**src/rtl/ili9341_serial_sink_if.sv**
```systemverilog
// Signal bundle between an ILI9341 4-wire serial driver and the serial sink decoder.
// The slave modport is the display side; the master modport is the stream source.
interface ili9341_serial_sink_if;
  logic        spi_sck;
  logic        spi_cs;
  logic        spi_dc;
  logic        spi_din;
  logic        cmd_valid;
  logic [7:0]  cmd_byte;
  logic        pixel_valid;
  logic [15:0] pixel_x;
  logic [15:0] pixel_y;
  logic [15:0] pixel_rgb;
  logic        frame_done;
  logic        param_err;
  logic        frag_err;

  modport master (
    output spi_sck, spi_cs, spi_dc, spi_din,
    input  cmd_valid, cmd_byte, pixel_valid, pixel_x, pixel_y, pixel_rgb,
           frame_done, param_err, frag_err
  );

  modport slave (
    input  spi_sck, spi_cs, spi_dc, spi_din,
    output cmd_valid, cmd_byte, pixel_valid, pixel_x, pixel_y, pixel_rgb,
           frame_done, param_err, frag_err
  );
endinterface

```
**src/rtl/ili9341_serial_sink.sv**
```systemverilog
// ILI9341 serial stream decoder: oversampled byte assembly plus CASET/PASET/RAMWR
// interpretation, producing one pixel strobe per RGB565 word with window wrap.
module ili9341_serial_sink #(
  parameter int MAX_COL = 239,
  parameter int MAX_ROW = 319
) (
  input logic clk,
  input logic rst,
  ili9341_serial_sink_if.slave bus
);

  localparam logic [15:0] MAX_C = 16'(MAX_COL);
  localparam logic [15:0] MAX_R = 16'(MAX_ROW);

  typedef enum logic [2:0] {IDLE, CASET, PASET, RAMWR, IGNORE} state_t;

  // Input synchronizers and edge detect
  logic [1:0] sck_q, cs_q, dc_q, din_q;
  logic       sck_d;
  logic       sck_s, cs_s, dc_s, din_s;
  logic       sample;

  assign sck_s  = sck_q[1];
  assign cs_s   = cs_q[1];
  assign dc_s   = dc_q[1];
  assign din_s  = din_q[1];
  assign sample = sck_s & ~sck_d & ~cs_s;

  always_ff @(posedge clk) begin
    if (!rst) begin
      sck_q <= '0;
      cs_q  <= '1;
      dc_q  <= '0;
      din_q <= '0;
      sck_d <= 1'b0;
    end else begin
      sck_q <= {sck_q[0], bus.spi_sck};
      cs_q  <= {cs_q[0],  bus.spi_cs};
      dc_q  <= {dc_q[0],  bus.spi_dc};
      din_q <= {din_q[0], bus.spi_din};
      sck_d <= sck_s;
    end
  end

  // Byte assembly
  logic [2:0] bit_cnt;
  logic [7:0] shift_q;
  logic [7:0] byte_in;
  logic       byte_done;
  logic       byte_dc;
  logic       frag_q;

  assign byte_in   = {shift_q[6:0], din_s};
  assign byte_done = sample && (bit_cnt == 3'd7);
  assign byte_dc   = dc_s;

  always_ff @(posedge clk) begin
    if (!rst) begin
      bit_cnt <= '0;
      shift_q <= '0;
      frag_q  <= 1'b0;
    end else begin
      frag_q <= 1'b0;
      if (cs_s) begin
        bit_cnt <= '0;
        frag_q  <= (bit_cnt != 3'd0);
      end else if (sample) begin
        shift_q <= byte_in;
        bit_cnt <= bit_cnt + 3'd1;
      end
    end
  end

  // Command / window / pixel state
  state_t      state, state_n;
  logic [1:0]  pcnt, pcnt_n;
  logic [23:0] pbuf, pbuf_n;
  logic [15:0] sc, sc_n, ec, ec_n, sp, sp_n, ep, ep_n;
  logic [15:0] cur_x, cur_x_n, cur_y, cur_y_n;

  logic        cmd_valid_q, cmd_valid_n;
  logic [7:0]  cmd_byte_q, cmd_byte_n;
  logic        pix_valid_q, pix_valid_n;
  logic [15:0] pix_x_q, pix_x_n, pix_y_q, pix_y_n, pix_rgb_q, pix_rgb_n;
  logic        fd_q, fd_n;
  logic        perr_q, perr_n;

  logic [15:0] win_start, win_end;

  always_ff @(posedge clk) begin
    if (!rst) begin
      state       <= IDLE;
      pcnt        <= '0;
      pbuf        <= '0;
      sc          <= '0;
      ec          <= MAX_C;
      sp          <= '0;
      ep          <= MAX_R;
      cur_x       <= '0;
      cur_y       <= '0;
      cmd_valid_q <= 1'b0;
      cmd_byte_q  <= '0;
      pix_valid_q <= 1'b0;
      pix_x_q     <= '0;
      pix_y_q     <= '0;
      pix_rgb_q   <= '0;
      fd_q        <= 1'b0;
      perr_q      <= 1'b0;
    end else begin
      state       <= state_n;
      pcnt        <= pcnt_n;
      pbuf        <= pbuf_n;
      sc          <= sc_n;
      ec          <= ec_n;
      sp          <= sp_n;
      ep          <= ep_n;
      cur_x       <= cur_x_n;
      cur_y       <= cur_y_n;
      cmd_valid_q <= cmd_valid_n;
      cmd_byte_q  <= cmd_byte_n;
      pix_valid_q <= pix_valid_n;
      pix_x_q     <= pix_x_n;
      pix_y_q     <= pix_y_n;
      pix_rgb_q   <= pix_rgb_n;
      fd_q        <= fd_n;
      perr_q      <= perr_n;
    end
  end

  always_comb begin
    state_n     = state;
    pcnt_n      = pcnt;
    pbuf_n      = pbuf;
    sc_n        = sc;
    ec_n        = ec;
    sp_n        = sp;
    ep_n        = ep;
    cur_x_n     = cur_x;
    cur_y_n     = cur_y;
    cmd_valid_n = 1'b0;
    cmd_byte_n  = cmd_byte_q;
    pix_valid_n = 1'b0;
    pix_x_n     = pix_x_q;
    pix_y_n     = pix_y_q;
    pix_rgb_n   = pix_rgb_q;
    fd_n        = 1'b0;
    perr_n      = 1'b0;
    win_start   = pbuf[23:8];
    win_end     = {pbuf[7:0], byte_in};

    if (byte_done) begin
      if (!byte_dc) begin
        // A command always wins: pending parameter bytes or a half pixel are dropped.
        cmd_valid_n = 1'b1;
        cmd_byte_n  = byte_in;
        pcnt_n      = '0;
        case (byte_in)
          8'h2A: state_n = CASET;
          8'h2B: state_n = PASET;
          8'h2C: begin
            state_n = RAMWR;
            cur_x_n = sc;
            cur_y_n = sp;
          end
          default: state_n = IGNORE;
        endcase
      end else begin
        case (state)
          CASET, PASET: begin
            if (pcnt != 2'd3) begin
              pbuf_n = {pbuf[15:0], byte_in};
              pcnt_n = pcnt + 2'd1;
            end else begin
              pcnt_n  = '0;
              state_n = IGNORE;
              if (state == CASET) begin
                if (win_start <= win_end && win_end <= MAX_C) begin
                  sc_n = win_start;
                  ec_n = win_end;
                end else begin
                  perr_n = 1'b1;
                end
              end else begin
                if (win_start <= win_end && win_end <= MAX_R) begin
                  sp_n = win_start;
                  ep_n = win_end;
                end else begin
                  perr_n = 1'b1;
                end
              end
            end
          end
          RAMWR: begin
            if (pcnt == 2'd0) begin
              pbuf_n[7:0] = byte_in;
              pcnt_n      = 2'd1;
            end else begin
              pcnt_n      = '0;
              pix_valid_n = 1'b1;
              pix_x_n     = cur_x;
              pix_y_n     = cur_y;
              pix_rgb_n   = {pbuf[7:0], byte_in};
              fd_n        = (cur_x == ec) && (cur_y == ep);
              if (cur_x != ec) begin
                cur_x_n = cur_x + 16'd1;
              end else begin
                cur_x_n = sc;
                cur_y_n = (cur_y == ep) ? sp : cur_y + 16'd1;
              end
            end
          end
          default: ;
        endcase
      end
    end
  end

  assign bus.cmd_valid   = cmd_valid_q;
  assign bus.cmd_byte    = cmd_byte_q;
  assign bus.pixel_valid = pix_valid_q;
  assign bus.pixel_x     = pix_x_q;
  assign bus.pixel_y     = pix_y_q;
  assign bus.pixel_rgb   = pix_rgb_q;
  assign bus.frame_done  = fd_q;
  assign bus.param_err   = perr_q;
  assign bus.frag_err    = frag_q;

endmodule

```
**src/flat_wrapper.sv**
```systemverilog
// flat-port wrapper written by rule: the top's interface ports become plain ports
module ili9341_serial_sink_flat 
#(
  parameter int MAX_COL = 239,
  parameter int MAX_ROW = 319
)
  (clk, rst, bus_spi_sck, bus_spi_cs, bus_spi_dc, bus_spi_din, bus_cmd_valid, bus_cmd_byte, bus_pixel_valid, bus_pixel_x, bus_pixel_y, bus_pixel_rgb, bus_frame_done, bus_param_err, bus_frag_err);
  ili9341_serial_sink_if bus_i ();
  input logic clk;
  input logic rst;
  input wire logic [$bits(bus_i.spi_sck)-1:0] bus_spi_sck;
  input wire logic [$bits(bus_i.spi_cs)-1:0] bus_spi_cs;
  input wire logic [$bits(bus_i.spi_dc)-1:0] bus_spi_dc;
  input wire logic [$bits(bus_i.spi_din)-1:0] bus_spi_din;
  output wire logic [$bits(bus_i.cmd_valid)-1:0] bus_cmd_valid;
  output wire logic [$bits(bus_i.cmd_byte)-1:0] bus_cmd_byte;
  output wire logic [$bits(bus_i.pixel_valid)-1:0] bus_pixel_valid;
  output wire logic [$bits(bus_i.pixel_x)-1:0] bus_pixel_x;
  output wire logic [$bits(bus_i.pixel_y)-1:0] bus_pixel_y;
  output wire logic [$bits(bus_i.pixel_rgb)-1:0] bus_pixel_rgb;
  output wire logic [$bits(bus_i.frame_done)-1:0] bus_frame_done;
  output wire logic [$bits(bus_i.param_err)-1:0] bus_param_err;
  output wire logic [$bits(bus_i.frag_err)-1:0] bus_frag_err;
  assign bus_i.spi_sck = bus_spi_sck;
  assign bus_i.spi_cs = bus_spi_cs;
  assign bus_i.spi_dc = bus_spi_dc;
  assign bus_i.spi_din = bus_spi_din;
  assign bus_cmd_valid = bus_i.cmd_valid;
  assign bus_cmd_byte = bus_i.cmd_byte;
  assign bus_pixel_valid = bus_i.pixel_valid;
  assign bus_pixel_x = bus_i.pixel_x;
  assign bus_pixel_y = bus_i.pixel_y;
  assign bus_pixel_rgb = bus_i.pixel_rgb;
  assign bus_frame_done = bus_i.frame_done;
  assign bus_param_err = bus_i.param_err;
  assign bus_frag_err = bus_i.frag_err;
  ili9341_serial_sink #(.MAX_COL(MAX_COL), .MAX_ROW(MAX_ROW)) u_core (.clk(clk), .rst(rst), .bus(bus_i));
endmodule
```
**config.mk**
```make
export PLATFORM = sky130hd
export DESIGN_NAME = ili9341_serial_sink_flat
export DESIGN_NICKNAME = d
export VERILOG_FILES = /design/src/rtl/ili9341_serial_sink_if.sv /design/src/rtl/ili9341_serial_sink.sv /design/src/flat_wrapper.sv
export SDC_FILE = /design/constraint.sdc
export NUM_CORES = 1
export LEC_CHECK = 0
export ABC_AREA = 1
export BUFFER_PORTS_ARGS = -buffer_cell sky130_fd_sc_hd__buf_2
export CORE_MARGIN = 2
export CORE_UTILIZATION = 35
export CTS_CLUSTER_SIZE = 14
export DETAILED_ROUTE_END_ITERATION = 8
export PLACE_DENSITY = 0.51
export REMOVE_ABC_BUFFERS = 1
export SYNTH_ARGS = -nofsm -noshare
export SYNTH_HDL_FRONTEND = slang
export SYNTH_SLANG_ARGS = --single-unit
```
**constraint.sdc**
```tcl
create_clock -name clk -period 1.8 [get_ports clk]
set_input_delay 0.09 -clock clk [delete_from_list [all_inputs] [get_ports clk]]
set_output_delay 0.09 -clock clk [all_outputs]
set_load 0.01 [all_outputs]
```
* Yosys cells after proc, flatten, opt, wreduce, memory -nomap -nowiden
Index checks and enable logic that the tools add are counted.
** Operators by class
- Reduce and logical (&&, ||, !) cells :: 26
- Add/sub/neg operators :: 4
- Bitwise gates (word level) :: 12
- Mux-type cells :: 27
- Order comparisons :: 3
- Equal/unequal tests :: 19
** Operators by type and width (count)
- $mux W16 :: 11
- $add A16 B1 Y16 const B :: 2
- $eq A16 B16 Y1 :: 2
- $eq A8 B6 Y1 const B :: 3
- $le A16 B16 Y1 :: 1
- $le A16 B8 Y1 const B :: 1
- $le A16 B9 Y1 const B :: 1
- $mux W8 :: 2
- $ne A16 B16 Y1 :: 1
- $pmux W8 S2 :: 1
- $reduce_and A4 Y1 :: 4
- $ne A2 B2 Y1 const B :: 6
- $reduce_and A6 Y1 :: 2
- $not A1 Y1 :: 10
- $reduce_and A2 Y1 :: 5
- $reduce_and A5 Y1 :: 2
- $reduce_or A5 Y1 :: 2
- $mux W3 :: 3
- $pmux W3 S3 :: 1
- $eq A3 B2 Y1 const B :: 2
- $mux W1 :: 6
- $logic_and A1 B1 Y1 :: 4
- $mux W2 :: 2
- $ne A2 B1 Y1 const B :: 2
- other kinds (12) :: 15
** Storage, ports and cells
- Bits of input ports :: 6
- Output and inout bits :: 61
- Flip-flop bits (word level) :: 205
- Logic and storage cells :: 117

* Longest topological paths before layout
- Depth in word-level cells :: 6
- Mapped depth :: 17
- Gate-level depth less buffers :: 16

* Least setup slack after synthesis
No wires, ideal clock.
- Path type :: register -> register
- Start point :: reg u_core.shift_q[6]
- End point :: reg u_core.sp[0]
- Period minus slack after synthesis :: 1978 ps
- Setup slack :: -178 ps
- Arrival time :: 1868 ps
- Data required time :: 1690 ps
- Stages on the path, launching flop included :: 15
- Library setup time :: 110 ps
- Path buffers :: 1
- Path through :: dfxtp_1 > inv_1 > ha_1 > nand2_1 > nor2_1 > nand2_1 > nand2_1 > nand2_1 > nand2_1 > nand2_1 > nand3_1 > clkbuf_1 > nand2_1 > inv_1 > nor2_1
** Between the ends
- Cells in the longest elaborated chain, start to end :: 3
- Elaborated cells on any way between the ends :: 4
- Those cells by class :: 2 x order compare; 2 x reduce/logical
** Ends and longest elaborated chain
- start, declared :: line ili9341_serial_sink.sv:47 : logic [7:0] shift_q;
- start signal, assigned :: line ili9341_serial_sink.sv:68 : shift_q <= byte_in;
- $le A16 B16 Y1 or $le A16 B9 Y1 (tied branches) :: line ili9341_serial_sink.sv:184 : if (win_start <= win_end && win_end <= MAX_R) begin
- $logic_and A1 B1 Y1 (*) :: line ili9341_serial_sink.sv:184
- $reduce_and A6 Y1 (no source line) (*)
- end signal, assigned :: line ili9341_serial_sink.sv:115 : sp <= sp_n;
- end, declared :: line ili9341_serial_sink.sv:78 : logic [15:0] sc, sc_n, ec, ec_n, sp, sp_n, ep, ep_n;
Every way passes the cells marked *; elsewhere a longest branch is shown, timed or not.
A chain may end at the register's enable or synchronous reset.

* Worst setup path after layout
- Start point :: reg u_core.pbuf[19]
- End point :: reg u_core.ep[1]
** Between the ends
- Cells in the longest elaborated chain, start to end :: 3
** Ends and longest elaborated chain
- start, declared :: line ili9341_serial_sink.sv:77 : logic [23:0] pbuf, pbuf_n;
- start signal, assigned :: line ili9341_serial_sink.sv:112 : pbuf <= pbuf_n;
- $le A16 B16 Y1 :: line ili9341_serial_sink.sv:184
- $logic_and A1 B1 Y1 :: line ili9341_serial_sink.sv:184
- $reduce_and A6 Y1 (no source line)
- end signal, assigned :: line ili9341_serial_sink.sv:116 : ep <= ep_n;
- end, declared :: line ili9341_serial_sink.sv:78
Every way passes these cells.

==> flow_metrics.py <==
metrics = {
    "outcome": {
        "outcome": "finished, violations left",
        "violated_checks": "negative setup slack",
    },
    "timing": {
        "layout_min_cycle_time_ns": 1.92,
        "timing.final.crit_share_pct": 107,
        "finalClockSkew_ns": 0.0104,
        "worst_slew_pin_slew_ns": 0.435,
        "grt_setup_unrepaired": "true",
        "final-hold-violation-count": 0,
        "final_max_slew_viol_count": 0,
        "post-route-worst-setup-slack_ns": -0.124,
        "worst_slew_margin_rel_pct": 70.8,
        "timing.fmax_mhz": 520,
        "setup-violations-final": 84,
    },
    "detailed_routing": {
        "drt_pass1_iterations": 5,
        "route.detailed.wl_per_inst_um": 15.6,
        "ant_nets": 0,
        "routed_wirelength_um": 29800,
        "drt-vias-per-instance": 4.87,
        "detail_route.drc_violations": 0,
        "first_iter_violations": 502,
        "num_vias": 9314,
    },
    "power_and_ir_drop": {
        "maximum_ir_drop_on_the_vdd_rail_v": 0.000602,
        "power.density_mw_per_mm2": 783,
        "standby_leakage_power_nw": 5.93,
        "post-layout-total-power_w": 0.0102,
    },
    "clock_network": {
        "clk_pin_slew_ns": 0.06,
        "clock_sink_count": 205,
        "clock_latency_ns": 0.52,
        "htree_num_levels": 1,
        "cts_max_path_buffers": 3,
        "cts_buffers": 25,
        "clk_root_buffer_cell": "sky130_fd_sc_hd__clkbuf_16",
        "tritoncts": "yes",
    },
    "yosys": {
        "ys_warn_count": 0,
        "synthCells": 1382,
        "synthDistinctLibCells": 37,
        "mapped_area_mm2": 0.00962,
        "mean_post_synth_cell_area_um2": 6.96,
        "synth-seq-cells": 205,
        "synth_sequential_area_ratio_pct": 42.7,
    },
    "floorplan": {
        "num_rows": 60,
        "die_w_um": 170,
        "core_area_mm2": 0.0270,
        "die_area_mm2": 0.0288,
        "vertical_die_dimension_um": 170,
        "boundaryPins": 67,
        "start_util_pct": 35.7,
    },
    "global_routing": {
        "grt_max_degree": 65,
        "first_global_vias": 8679,
        "wire_length_of_the_first_global_routing_pass_um": 45700,
        "grt_usage_pct": 19.7,
        "gr-total-overflow": 0,
        "antenna_violations_before_repair": 0,
    },
    "layout": {
        "antennaDiodeCount": 0,
        "layout-area-overhead-vs-synth_pct": 35.5,
        "register_area_mm2": 0.00413,
        "drive_gt1_share_pct": 25.1,
        "most_common_library_cell_in_the_layout_ignoring_fill_and_taps": "sky130_fd_sc_hd__nand2_1",
        "filler_cell_count": 2693,
        "layout.cells.most_common_list": "sky130_fd_sc_hd__nand2_1 (286), sky130_fd_sc_hd__inv_1 (185), sky130_fd_sc_hd__dfxtp_1 (184), sky130_fd_sc_hd__a21oi_1 (120), sky130_fd_sc_hd__nor2_1 (110)",
        "final-instance-count-excl-fill": 1911,
        "final_nets": 1583,
        "multi_input_area_mm2": 0.00492,
    },
    "worst_setup_path": {
        "critical-path-max-stage-delay_ns": 0.40,
        "worstSetupStartpointType": "register",
        "crit_path_top_delay_cell": "sky130_fd_sc_hd__dfxtp_1",
        "critPathArrivalTime_ns": 2.32,
        "crit_type": "reg2reg",
        "most_common_cell_on_crit_path": "sky130_fd_sc_hd__a21oi_1",
        "critPathMaxFanout": 16,
        "timing.critical_path.to_type": "register",
        "crit_path_required_time_ns": 2.19,
        "worstPathBufferInverterCount": 1,
        "crit_chain": "ha_4, a21oi_1, o21ai_0, a21oi_1, nand2_2, nand2_4, nand3_4, buf_16, nand2_1, nand3_1",
        "critical-path-top-delay-family": "simple AND/OR/NAND/NOR gates",
    },
    "place": {
        "placed_cells_incl_taps": 1841,
        "post-dp-hpwl_um": 18700,
        "place.port_buffers": 66,
        "gpl.final_weighted_congestion": 0.869,
    },
    "flow_run": {
        "cap_viol_max_count": 0,
    },
    "min_path": {
        "worst_hold_path_type": "in2reg",
    },
}
==> path summary, 6_finish.rpt <==
| path | end | cells after the start | slack (ns) | startpoint |
|---|---|---|---|---|
| worst max-delay path | u_core.ep[1] | 10 | -0.12 | u_core.pbuf[19] |
| worst max register to register | u_core.ep[1] | 10 | -0.12 | u_core.pbuf[19] |
| worst min-delay path | u_core.sck_q[0] | 4 | 0.29 | bus_spi_sck |
| worst min register to register | u_core.sck_q[1] | 2 | 0.41 | u_core.sck_q[0] |
==> flip-flops by register name, summed over array words and instances, names as in the netlist, 2 cells and up <==
signal,count
u_core.shift_q,7
u_core.bus.pixel_x,16
u_core.cur_y,16
u_core.state,3
u_core.sc,16
u_core.ep,16
u_core.bus.cmd_byte,8
u_core.bus.pixel_y,16
u_core.bit_cnt,3
u_core.cur_x,16
u_core.sck_q,2
u_core.din_q,2
u_core.cs_q,2
u_core.pcnt,2
u_core.dc_q,2
u_core.pbuf,24
u_core.sp,16
u_core.ec,16
u_core.bus.pixel_rgb,16
==> where the power goes <==
group          internal (W)  switching, W
Clock               0.00332       0.00198
Sequential          0.00455    0.00000507
Combinational      0.000135      0.000211
Total               0.00801       0.00220
==> final cells by class <==
cell class	count	share of cell area [%]
sequential	205	31.7
timing repair buffer	213	14.4
clock inverter	7	0.874
tap	341	3.27
clock buffer	36	5.81
inverter	210	6.18
multi-input combinational	899	37.8
==> through the flow <==
step	cell area (um^2)	hold slack [ns]	util [%]	worst slack, ns	setup TNS [ns]
2_1_floorplan	9310	0.175	-	-1.45	-154.50
3_3_place_gp	11200	0.274	41.4	-0.216	-11.28
3_5_place_dp	11200	0.278	41.4	-0.243	-15.16
4_1_cts	12600	0.276	46.6	-0.150	-5.24
5_1_grt	13000	0.303	48.4	-0.224	-18.46
6_report	13000	0.291	48.4	-0.124	-4.67
==> worst register-to-register path, cell delays in order (launching register included) <==
cell	delay, ns
sky130_fd_sc_hd__dfxtp_1	0.40
sky130_fd_sc_hd__ha_4	0.23
sky130_fd_sc_hd__a21oi_1	0.12
sky130_fd_sc_hd__o21ai_0	0.13
sky130_fd_sc_hd__a21oi_1	0.21
sky130_fd_sc_hd__nand2_2	0.09
sky130_fd_sc_hd__nand2_4	0.12
sky130_fd_sc_hd__nand3_4	0.17
sky130_fd_sc_hd__buf_16	0.22
sky130_fd_sc_hd__nand2_1	0.07
sky130_fd_sc_hd__nand3_1	0.06
==> per-layer routing <==
metal  up-vias  GRT usage, %  wire length (um)
met3        35          2.36              1160
met5         -             0                 0
met4         0          4.61               591
met1      4327          27.1             14200
li1       4798             -                 -
met2       154          33.2             13800
==> cell usage after synthesis <==
master | instances | area share [%]
sky130_fd_sc_hd__nand3_1 | 65 | 3.4
sky130_fd_sc_hd__buf_6 | 4 | 0.47
sky130_fd_sc_hd__clkinv_1 | 1 | 0.039
sky130_fd_sc_hd__nand4_1 | 66 | 4.3
sky130_fd_sc_hd__xnor2_1 | 2 | 0.18
sky130_fd_sc_hd__inv_2 | 5 | 0.20
sky130_fd_sc_hd__or2_2 | 2 | 0.13
sky130_fd_sc_hd__buf_2 | 17 | 0.88
sky130_fd_sc_hd__nor3_2 | 4 | 0.42
sky130_fd_sc_hd__a21oi_1 | 131 | 6.8
sky130_fd_sc_hd__a31oi_1 | 1 | 0.065
sky130_fd_sc_hd__inv_1 | 204 | 8.0
sky130_fd_sc_hd__o21ai_4 | 1 | 0.17
sky130_fd_sc_hd__nor2_2 | 2 | 0.13
sky130_fd_sc_hd__nand3b_1 | 6 | 0.47
sky130_fd_sc_hd__clkbuf_1 | 42 | 1.6
sky130_fd_sc_hd__o21ai_0 | 117 | 6.1
sky130_fd_sc_hd__ha_1 | 23 | 3.0
sky130_fd_sc_hd__xor2_1 | 14 | 1.3
sky130_fd_sc_hd__nor2_4 | 1 | 0.12
sky130_fd_sc_hd__nor4_1 | 1 | 0.065
sky130_fd_sc_hd__nand2_2 | 3 | 0.20
sky130_fd_sc_hd__nand3_2 | 7 | 0.73
sky130_fd_sc_hd__dfxtp_1 | 205 | 43
sky130_fd_sc_hd__nor2_1 | 116 | 4.5
sky130_fd_sc_hd__a32o_1 | 1 | 0.10
sky130_fd_sc_hd__and2_1 | 1 | 0.065
sky130_fd_sc_hd__o21ai_1 | 5 | 0.26
sky130_fd_sc_hd__nor3_1 | 8 | 0.42
sky130_fd_sc_hd__nand2_1 | 314 | 12
sky130_fd_sc_hd__a211oi_1 | 2 | 0.16
sky130_fd_sc_hd__nor3b_2 | 1 | 0.13
sky130_fd_sc_hd__a21oi_4 | 1 | 0.17
sky130_fd_sc_hd__a21o_1 | 1 | 0.078
sky130_fd_sc_hd__buf_1 | 5 | 0.20
sky130_fd_sc_hd__a221oi_1 | 2 | 0.18
sky130_fd_sc_hd__o211ai_1 | 1 | 0.078
==> repair_timing <==
item	4_1_cts	5_1_grt
hold buffers	5	0
setup buffers	10	6
endpoints found under the hold margin	10	0
endpoints found under the setup margin	140	180
pin swaps	17	30
gates cloned	6	6
gates resized for setup	66	119
==> cell families (layout without fill, tap and decap cells) <==
logic type | Yosys count | after routing | share of synthesized area (%)
AOI/OAI and AO/OA | 263 | 263 | 14.2
xor gates and xnor gates | 16 | 16 | 1.46
adders and majority gates | 23 | 23 | 2.99
DFF | 205 | 205 | 42.7
and+or+nand+nor | 597 | 597 | 27.3
buffers and inverters | 278 | 466 | 11.4
Power figures use the tool's default switching activity.
